===== config.mk =====
export PLATFORM = sky130hd
export DESIGN_NAME = opa
export DESIGN_NICKNAME = d
export VERILOG_FILES = /design/src/rtl/opa.sv
export SDC_FILE = /design/constraint.sdc
export NUM_CORES = 1
export LEC_CHECK = 0
export ABC_CLOCK_PERIOD_IN_PS = 6000
export BUFFER_PORTS_ARGS = -buffer_cell sky130_fd_sc_hd__buf_2
export CORE_MARGIN = 2
export CORE_UTILIZATION = 45
export CTS_CLUSTER_SIZE = 40
export DETAILED_ROUTE_END_ITERATION = 7
export PLACE_DENSITY_LB_ADDON = 0.15
export SLEW_MARGIN = 10
export SYNTH_ARGS = -nofsm -noshare
export SYNTH_HDL_FRONTEND = slang
export SYNTH_SLANG_ARGS = --single-unit

===== constraint.sdc =====
create_clock -name clk_i -period 6 [get_ports clk_i]
set_input_delay 0.6 -clock clk_i [delete_from_list [all_inputs] [get_ports clk_i]]
set_output_delay 0.6 -clock clk_i [all_outputs]
set_load 0.01 [all_outputs]

===== src/rtl/opa.sv =====
// Output peripheral adapter: serializes a 16-bit bus word as two 10-bit frames
// (start, 8 data LSB first, stop) on a txd/txc strobed link, acking on completion.
module opa (
  input  logic        clk_i,
  input  logic        reset_i,
  input  logic        cyc_i,
  input  logic [15:0] dat_i,
  output logic        ack_o,
  output logic        txd_o,
  output logic        txc_o
);

  typedef enum logic [1:0] {StIdle, StSend, StAck} state_e;

  state_e      state_q;
  logic [4:0]  idx_q;
  logic        phase_q;
  logic [15:0] sreg_q;
  logic        live_q;

  logic [4:0]  idx_nx;
  logic        data_nx;
  logic        bit_nx;

  // Indices 10 (start) is the only framing 0; 9 and 19 are stop bits.
  always_comb begin
    idx_nx  = idx_q + 5'd1;
    data_nx = (idx_nx >= 5'd1 && idx_nx <= 5'd8) || (idx_nx >= 5'd11 && idx_nx <= 5'd18);
    bit_nx  = data_nx ? sreg_q[0] : (idx_nx != 5'd10);
  end

  always_ff @(posedge clk_i) begin
    if (reset_i) begin
      state_q <= StIdle;
      idx_q   <= '0;
      phase_q <= 1'b0;
      sreg_q  <= '0;
      live_q  <= 1'b0;
      ack_o   <= 1'b0;
      txd_o   <= 1'b1;
      txc_o   <= 1'b0;
    end else begin
      unique case (state_q)
        StIdle: begin
          ack_o <= 1'b0;
          txd_o <= 1'b1;
          txc_o <= 1'b0;
          if (cyc_i) begin
            sreg_q  <= dat_i;
            idx_q   <= '0;
            phase_q <= 1'b0;
            live_q  <= 1'b1;
            txd_o   <= 1'b0;
            txc_o   <= 1'b1;
            state_q <= StSend;
          end
        end
        StSend: begin
          // A dropped request is remembered so the word finishes without an ack.
          if (!cyc_i) live_q <= 1'b0;
          if (!phase_q) begin
            phase_q <= 1'b1;
            txc_o   <= 1'b0;
          end else if (idx_q == 5'd19) begin
            state_q <= StAck;
            ack_o   <= live_q & cyc_i;
            txd_o   <= 1'b1;
            txc_o   <= 1'b0;
            idx_q   <= '0;
            phase_q <= 1'b0;
          end else begin
            idx_q   <= idx_nx;
            phase_q <= 1'b0;
            txd_o   <= bit_nx;
            txc_o   <= 1'b1;
            if (data_nx) sreg_q <= {1'b0, sreg_q[15:1]};
          end
        end
        StAck: begin
          ack_o   <= 1'b0;
          txd_o   <= 1'b1;
          txc_o   <= 1'b0;
          state_q <= StIdle;
        end
        default: state_q <= StIdle;
      endcase
    end
  end

endmodule


### After elaboration in Yosys (flattened, before gate mapping)

Index checks and enable logic that the tools add are counted.

| storage, ports and cells | value |
|---|---|
| word-level logic and storage cells | 70 |
| input bits | 19 |
| bits in registers | 28 |

| operators by class | value |
|---|---|
| reductions and logical operators | 15 |
| $lt $le $gt $ge | 4 |
| bitwise operators | 1 |
| mux-type cells | 31 |
| eq/ne operators | 10 |
| add/subtract/negate cells | 1 |

Operators by type and width:

| cell | count |
|---|---|
| 16-bit 2-to-1 mux | 4 |
| 16-bit one-hot mux with 2 select lines | 1 |
| 5-bit 2-to-1 mux | 3 |
| 1-bit 2-to-1 mux | 13 |
| 2-bit != test (second input constant) | 6 |
| 3-bit AND reduction | 4 |
| 5-bit one-hot mux with 2 select lines | 1 |
| 2-bit 2-to-1 mux | 3 |
| 1-bit one-hot mux with 2 select lines | 3 |
| 1-bit one-hot mux with 3 select lines | 2 |
| 5-bit by 1-bit adder with 5-bit output (second input constant) | 1 |
| 5-bit equality test (second input constant) | 1 |
| 5-bit by 1-bit greater-or-equal comparator with 1-bit output (second input constant) | 1 |
| 5-bit by 4-bit greater-or-equal comparator with 1-bit output (second input constant) | 1 |
| 5-bit by 4-bit <= comparator with 1-bit output (second input constant) | 1 |
| 5-bit <= comparator (second input constant) | 1 |
| 5-bit by 4-bit != test with 1-bit output (second input constant) | 1 |
| 5-bit AND reduction | 1 |
| 2-bit one-hot mux with 2 select lines | 1 |
| 2-bit AND reduction | 2 |
| 2-bit nonzero test | 2 |
| 3-bit nonzero test | 1 |
| 2-bit by 1-bit equality test with 1-bit output (second input constant) | 1 |
| 2-bit equality test (second input constant) | 1 |
| other kinds (5) | 6 |

### Logic depth before layout (Yosys ltp)

Gate-level depths: netlist of the first run.

| logic depth | value |
|---|---|
| word-level depth | 8 |
| mapped depth | 10 |

### Least setup slack after synthesis of the first run

No wires, ideal clock.

| path | value |
|---|---|
| kind | reg2reg |
| start point | reg idx_q[0] |
| end point | reg sreg_q[4] |
| buffers on the path | 2 |
| arrival | 2208 ps |
| cell stages (with the launch flop) | 10 |
| library setup time | 74 ps |
| slack | 3718 ps |
| cell sequence | dfxtp_1 > buf_4 > inv_1 > ha_1 > nor2b_2 > nor4_1 > o2bb2ai_2 > buf_2 > o2111ai_1 > a31oi_1 |

| on the way | value |
|---|---|
| longest elaborated chain between the ends | 6 |

RTL lines:

| item | RTL line | source |
|---|---|---|
| start, declared | 16 | `logic [4:0] idx_q;` |
| start signal, assigned | 72 | `idx_q <= idx_nx;` |
| 5-bit by 1-bit adder with 5-bit output | 27 | `idx_nx = idx_q + 5'd1;` |
| 5-bit by 1-bit greater-or-equal comparator with 1-bit output, or another cell as far along | 28 | `data_nx = (idx_nx >= 5'd1 && idx_nx <= 5'd8) \|\| (idx_nx >= 5'd11 && idx_nx <= 5'd18);` |
| 1-bit logical AND | 28 |  |
| 1-bit logical OR | 28 |  |
| 2-bit != test (no source line) | -- |  |
| 5-bit AND reduction (no source line) * | -- |  |
| end signal, assigned | 49 | `sreg_q <= dat_i;` |
| end signal, assigned | 76 | `if (data_nx) sreg_q <= {1'b0, sreg_q[15:1]};` |
| end, declared | 18 | `logic [15:0] sreg_q;` |

Mark *: on every way between the ends. The rest lies on a longest branch, timed or not.
A chain may end at the register's enable or synchronous reset.

### Worst setup path in the final report of the first run

| path | value |
|---|---|
| start point | reg state_q[1] |
| end point | reg idx_q[2] |

| on the way | value |
|---|---|
| longest elaborated chain between the ends | 3 |

RTL lines:

| item | RTL line | source |
|---|---|---|
| start, declared | 15 | `state_e state_q;` |
| start signal, assigned | 34 | `state_q <= StIdle;` |
| start signal, assigned | 55 | `state_q <= StSend;` |
| start signal, assigned | 65 | `state_q <= StAck;` |
| 2-bit by 1-bit equality test with 1-bit output / 2-bit zero test (equally long branches) | 43 | `unique case (state_q)` |
| 2-bit != test (no source line) / 2-bit nonzero test (equally long branches) | -- |  |
| 3-bit AND reduction (no source line) | -- |  |

Parallel ways exist; a longest one is shown, timed or not.

==> results of run 1 <==
state kept, by name (all words and copies together) (netlist names):
signal / cells
idx_q: 5
state_q: 2
txc_o: 1
live_q: 1
phase_q: 1
sreg_q: 16
ack_o: 1
txd_o: 1
where the power goes:
| group | total, uW | internal (uW) | leakage [uW] | switching, uW |
|---|---|---|---|---|
| clock network | 157 | 89.5 | 0.0000357 | 67.4 |
| registers | 263 | 225 | 0.000231 | 38.2 |
| logic | 287 | 119 | 0.000651 | 168 |
worst min-delay path: stages (launching register included):
cell and delay, ps:
dfxtp_1 320, o21ai_0 60, a21oi_1 60
final cells by class:
type | instances | area, um2
fillers | 512 | 2579
repair buffers | 25 | 135.1
flip-flops and latches | 28 | 560.5
clock buffers | 3 | 41.29
inverters | 23 | 86.33
clock inverters | 1 | 30.03
well taps | 70 | 87.58
multi-input cells | 225 | 1555
logic make-up after synthesis:
family | synth area share [%]
adder cells (fa/ha/maj) | 5.319
AO/OA/AOI/OAI | 34.41
AND/OR/NAND/NOR | 16.81
multiplexers | 7.287
flip-flops | 23.83
buffers and inverters | 10.48
XOR/XNOR | 1.862
cells in the mapped netlist (4+ instances only):
cell type	n	area share (%)
a21oi_1	13	2.8
a22oi_1	31	9.9
a31oi_1	15	4.0
buf_2	11	2.3
buf_6	4	1.9
clkbuf_1	12	1.9
dfxtp_1	28	24
ha_1	10	5.3
inv_1	23	3.7
mux2i_1	16	6.8
nand2_1	20	3.2
nand2b_1	4	1.1
nor2_1	22	3.5
nor3_1	16	3.4
nor4_1	4	1.1
o2111ai_1	16	6.0
o21ai_0	23	4.9
final timing paths:
kind	startpoint	to	slack [ps]	cells after the start
max	state_q[1]	idx_q[2]	2690	8
min	ack_o	ack_o	480	2
max reg2reg	state_q[1]	idx_q[2]	2690	8
min reg2reg	ack_o	ack_o	480	2
stage by stage:
stage               hold slack (ps)  instance area [um2]  worst slack, ps  std cells  total power, uW
finish                        478.0                 2496             2692        375            707.0
global route                  533.1                 2496             2374        375            761.3
CTS                           479.5                 2496             2680        375            707.7
detailed placement            464.1                 2425             2699        371            551.3
global placement              460.0                 2425             2854        371            544.7
floorplan                     455.2                 2352             3718        306            486.3
layer usage:
metal	GRT usage, %	routed length [um]
met3	2.607	286
met1	28.67	2910
met4	5.091	69
met2	34.69	2708
met5	0	0
==> impl_metrics.env, run 1 <==
export IMPL_path_buf_inv=2
export IMPL_path_clk_slew_ps=100
export IMPL_area_delta_synth_final_pct=6.117
export IMPL_hold_violations=0
export IMPL_cts_hold_buf=0
export IMPL_synth_cell_type_count=46
export IMPL_die_x_um=76.30
export IMPL_ant_nets=0
export IMPL_crit_type="reg -> reg"
export IMPL_slowest_delay_ps=870
export IMPL_cp_end_kind="flop"
export IMPL_ir_drop_uv=153.4
export IMPL_dieArea_um2=5822
export IMPL_drtIter0Drc=202
export IMPL_status="complete, no violations"
export IMPL_path_cells="inv_1 > ha_2 > mux2i_1 > buf_4 > nand2b_1 > nor2b_1 > o21ai_0 > o21ai_0"
export IMPL_diodes=0
export IMPL_synth_warnings=0
export IMPL_ctsResizeCount=0
export IMPL_fin_nets=335
export IMPL_grt_total_usage_pct=20.84
export IMPL_htreeDepth=1
export IMPL_port_buffers=21
export IMPL_syn_avg_cell_area_um2=7.687
export IMPL_ys_flop_type="dfxtp_1"
export IMPL_slowest_stage="nand2b_1"
export IMPL_synth_area_um2=2352
export IMPL_worst_pin_slew_ps=1090
export IMPL_cts_root_buf="clkbuf_8"
export IMPL_io_pin_count=22
export IMPL_ys_ff_latch=28
export IMPL_cts_setup_buffers=0
export IMPL_path_max_fanout=38
export IMPL_finalMaxSlewViolations=0
export IMPL_grt_pass1_vias=2100
export IMPL_rows=26
export IMPL_die_height_um=76.30
export IMPL_clk_latency_ps=280
export IMPL_fin_crit_ps=3308
export IMPL_async_flop_share_pct=0
export IMPL_final_util_pct=49.19
export IMPL_critical_path_arrival_ps=3520
export IMPL_rsz0062_at_grt="no"
export IMPL_grt_start_max_net_pins=39
export IMPL_setup_violations=0
export IMPL_synth_fp_nets=335
export IMPL_place_hpwl_um=3650
export IMPL_worst_path_most_repeated_cell="o21ai_0"
export IMPL_critPathLaunchType="flop"
export IMPL_critPathTopFamily="simple AND/OR/NAND/NOR gates"
export IMPL_routed_wl_um=5974
export IMPL_viasPerCell=5.931
export IMPL_critical_path_required_ps=6220
export IMPL_setup_tns_ps=0
export IMPL_first_pass_iters=4
export IMPL_grt_ovfl_total=0
export IMPL_yosysSeqAreaShare_pct=23.83
export IMPL_drive_gt1_share_pct=12.79
export IMPL_cts_tree="done"
export IMPL_synth_cells=306
export IMPL_period_share_pct=55.14
export IMPL_gp_congestion=0.7915
export IMPL_numCtsBuffers=3
export IMPL_initial_core_util_pct=46.35
export IMPL_synth_edf_count=0
export IMPL_relSlewSlack_pct=27.32
export IMPL_coreArea_um2=5075
export IMPL_grt_pass1_wl_um=10270
export IMPL_hp_class="reg -> reg"
export IMPL_wl_per_cell_um=15.93
export IMPL_final_cell_mix="a22oi_1 (31), dfxtp_1 (28), inv_1 (23), o21ai_0 (23), nor2_1 (22)"
export IMPL_antenna_found_initial=0
export IMPL_clk_path_buf_depth=2
export IMPL_cts_sinks=28
export IMPL_remaining_drc_errors=0
export IMPL_fmax_ghz=0.3023
export IMPL_p_per_area_nw_per_um2=283.2
export IMPL_layout_cells_most_common="a22oi_1"
export IMPL_finClkSkew_ps=6.089
export IMPL_p_leak_uw=0.0009179
export IMPL_cap_violations=0
export IMPL_vias=2224
Power figures use the tool's default switching activity.
==> inputs of run 2 (changes only) <==
- ABC_CLOCK_PERIOD_IN_PS: 6000 -> 3400
- clock period: 6 -> 3.4 ns (I/O delays scaled with it)
==> impl_metrics.env, run 2 (synthesis results as in run 1) <==
export IMPL_status="complete, no violations"
export IMPL_hp_class="in -> reg"
export IMPL_ctsResizeCount=0
export IMPL_r2r_start="idx_q[0]"
export IMPL_path_clk_slew_ps=110
export IMPL_place_hpwl_um=3722
export IMPL_cts_setup_buffers=0
export IMPL_ant_nets=0
export IMPL_viasPerCell=5.942
export IMPL_p_per_area_nw_per_um2=478.8
export IMPL_drive_gt1_share_pct=13.92
export IMPL_cap_violations=0
export IMPL_final_cell_mix="a22oi_1 (31), dfxtp_1 (28), inv_1 (23), o21ai_0 (23), nor2_1 (22)"
export IMPL_cp_end_kind="flop"
export IMPL_critPathLaunchType="flop"
export IMPL_clk_latency_ps=280
export IMPL_die_x_um=76.30
export IMPL_antenna_found_initial=0
export IMPL_pwr_share_comb_pct=43.0
export IMPL_numCtsBuffers=3
export IMPL_swShare_pct=40.19
export IMPL_coreArea_um2=5075
export IMPL_cp_startpoint="idx_q[0]"
export IMPL_stdcell_area_um2=2510
export IMPL_port_buffers=21
export IMPL_period_share_pct=79.03
export IMPL_grt_pass1_wl_um=10070
export IMPL_relSlewSlack_pct=50.18
export IMPL_finClkSkew_ps=4.431
export IMPL_cts_sinks=28
export IMPL_clk_path_buf_depth=2
export IMPL_grt_ovfl_total=0
export IMPL_fin_cells=379
export IMPL_grt_pass1_vias=2029
export IMPL_routed_wl_um=5980
export IMPL_remaining_drc_errors=0
export IMPL_place_area_um2=2455
export IMPL_wl_per_cell_um=15.78
export IMPL_p_leak_uw=0.0009308
export IMPL_critical_path_arrival_ps=2900
export IMPL_fin_nets=339
export IMPL_dieArea_um2=5822
export IMPL_top_regs="sreg_q (16), idx_q (5), state_q (2)"
export IMPL_diodes=0
export IMPL_initial_core_util_pct=46.35
export IMPL_first_pass_iters=5
export IMPL_grt_total_usage_pct=20.96
export IMPL_drtIter0Drc=161
export IMPL_ir_drop_uv=290.6
export IMPL_area_delta_synth_final_pct=6.702
export IMPL_fmax_ghz=0.3722
export IMPL_rsz0062_at_grt="no"
export IMPL_critical_path_required_ps=3610
export IMPL_htreeDepth=1
export IMPL_crit_type="reg -> reg"
export IMPL_power_frac_clock_pct=18.3
export IMPL_cts_tree="done"
export IMPL_vias=2252
export IMPL_hp_start="dat_i[5]"
export IMPL_power_switching_uw=483.0
export IMPL_path_max_fanout=17
export IMPL_reg2reg_slack_ps=710
export IMPL_io_pin_count=22
export IMPL_finalMaxSlewViolations=0
export IMPL_largest_register_ffs=16
export IMPL_place_ws_ps=762.1
export IMPL_worst_pin_slew_ps=747.3
export IMPL_final_util_pct=49.46
export IMPL_setup_tns_ps=0
export IMPL_layout_cells_most_common="a22oi_1"
export IMPL_regMostFlops="sreg_q"
export IMPL_power_internal_uw=718.9
export IMPL_setup_violations=0
export IMPL_die_height_um=76.30
export IMPL_numPlacedInstances=375
export IMPL_rows=26
export IMPL_power_frac_seq_pct=38.7
export IMPL_layout_setup_ws_ps=713.1
export IMPL_fin_crit_ps=2687
export IMPL_cts_root_buf="clkbuf_8"
export IMPL_cts_hold_buf=0
export IMPL_grt_start_max_net_pins=34
export IMPL_gp_congestion=0.8016
export IMPL_hold_violations=0
run 2: cell type report:
| type | count | area (um2) |
|---|---|---|
| fill | 522 | 2565 |
| multi-input combinational | 225 | 1555 |
| sequential | 28 | 560.5 |
| timing repair buffer | 29 | 165.2 |
| tap | 70 | 87.58 |
| inverter | 23 | 86.33 |
| clock buffer | 4 | 55.05 |
run 2: power groups by stage:
stage / registers (uW) / logic [uW] / clock network (uW)
6_report: 466 / 517 / 220
5_1_grt: 476 / 586 / 239
4_1_cts: 463 / 517 / 226
3_5_place_dp: 471 / 513 / 0
3_3_place_gp: 471 / 507 / 0
2_1_floorplan: 457 / 401 / 0
run 2: routing by layer:
metal,vias up,global-route usage (%),share of wire (%)
li1,1149,-,-
met1,1044,28.65,49
met2,57,35.04,46
met3,2,3.791,4.8
met4,0,3.455,0.45
met5,-,0,0
run 2: path summary, 6_finish.rpt:
path	to	cells past startpoint
setup / recovery	sreg_q[4]	8
hold / removal	sreg_q[5]	5
setup reg to reg	sreg_q[4]	8
hold reg to reg	ack_o	2
run 2: metrics by stage:
stage                     hold slack (ps)  total power, uW
after global placement              462.9            977.8
after detailed placement            468.0            983.9
final                               447.4             1202
after global routing                487.0             1301
after CTS                           447.8             1207
after floorplan                     455.2            858.1
run 2: critical path: stages, from the launching register on:
cell and delay, ps:
dfxtp_1 620, inv_1 130, ha_1 340, nor2b_2 170
nor4_1 580, o2bb2ai_2 170, buf_4 260, o2111ai_1 130
a31oi_1 210
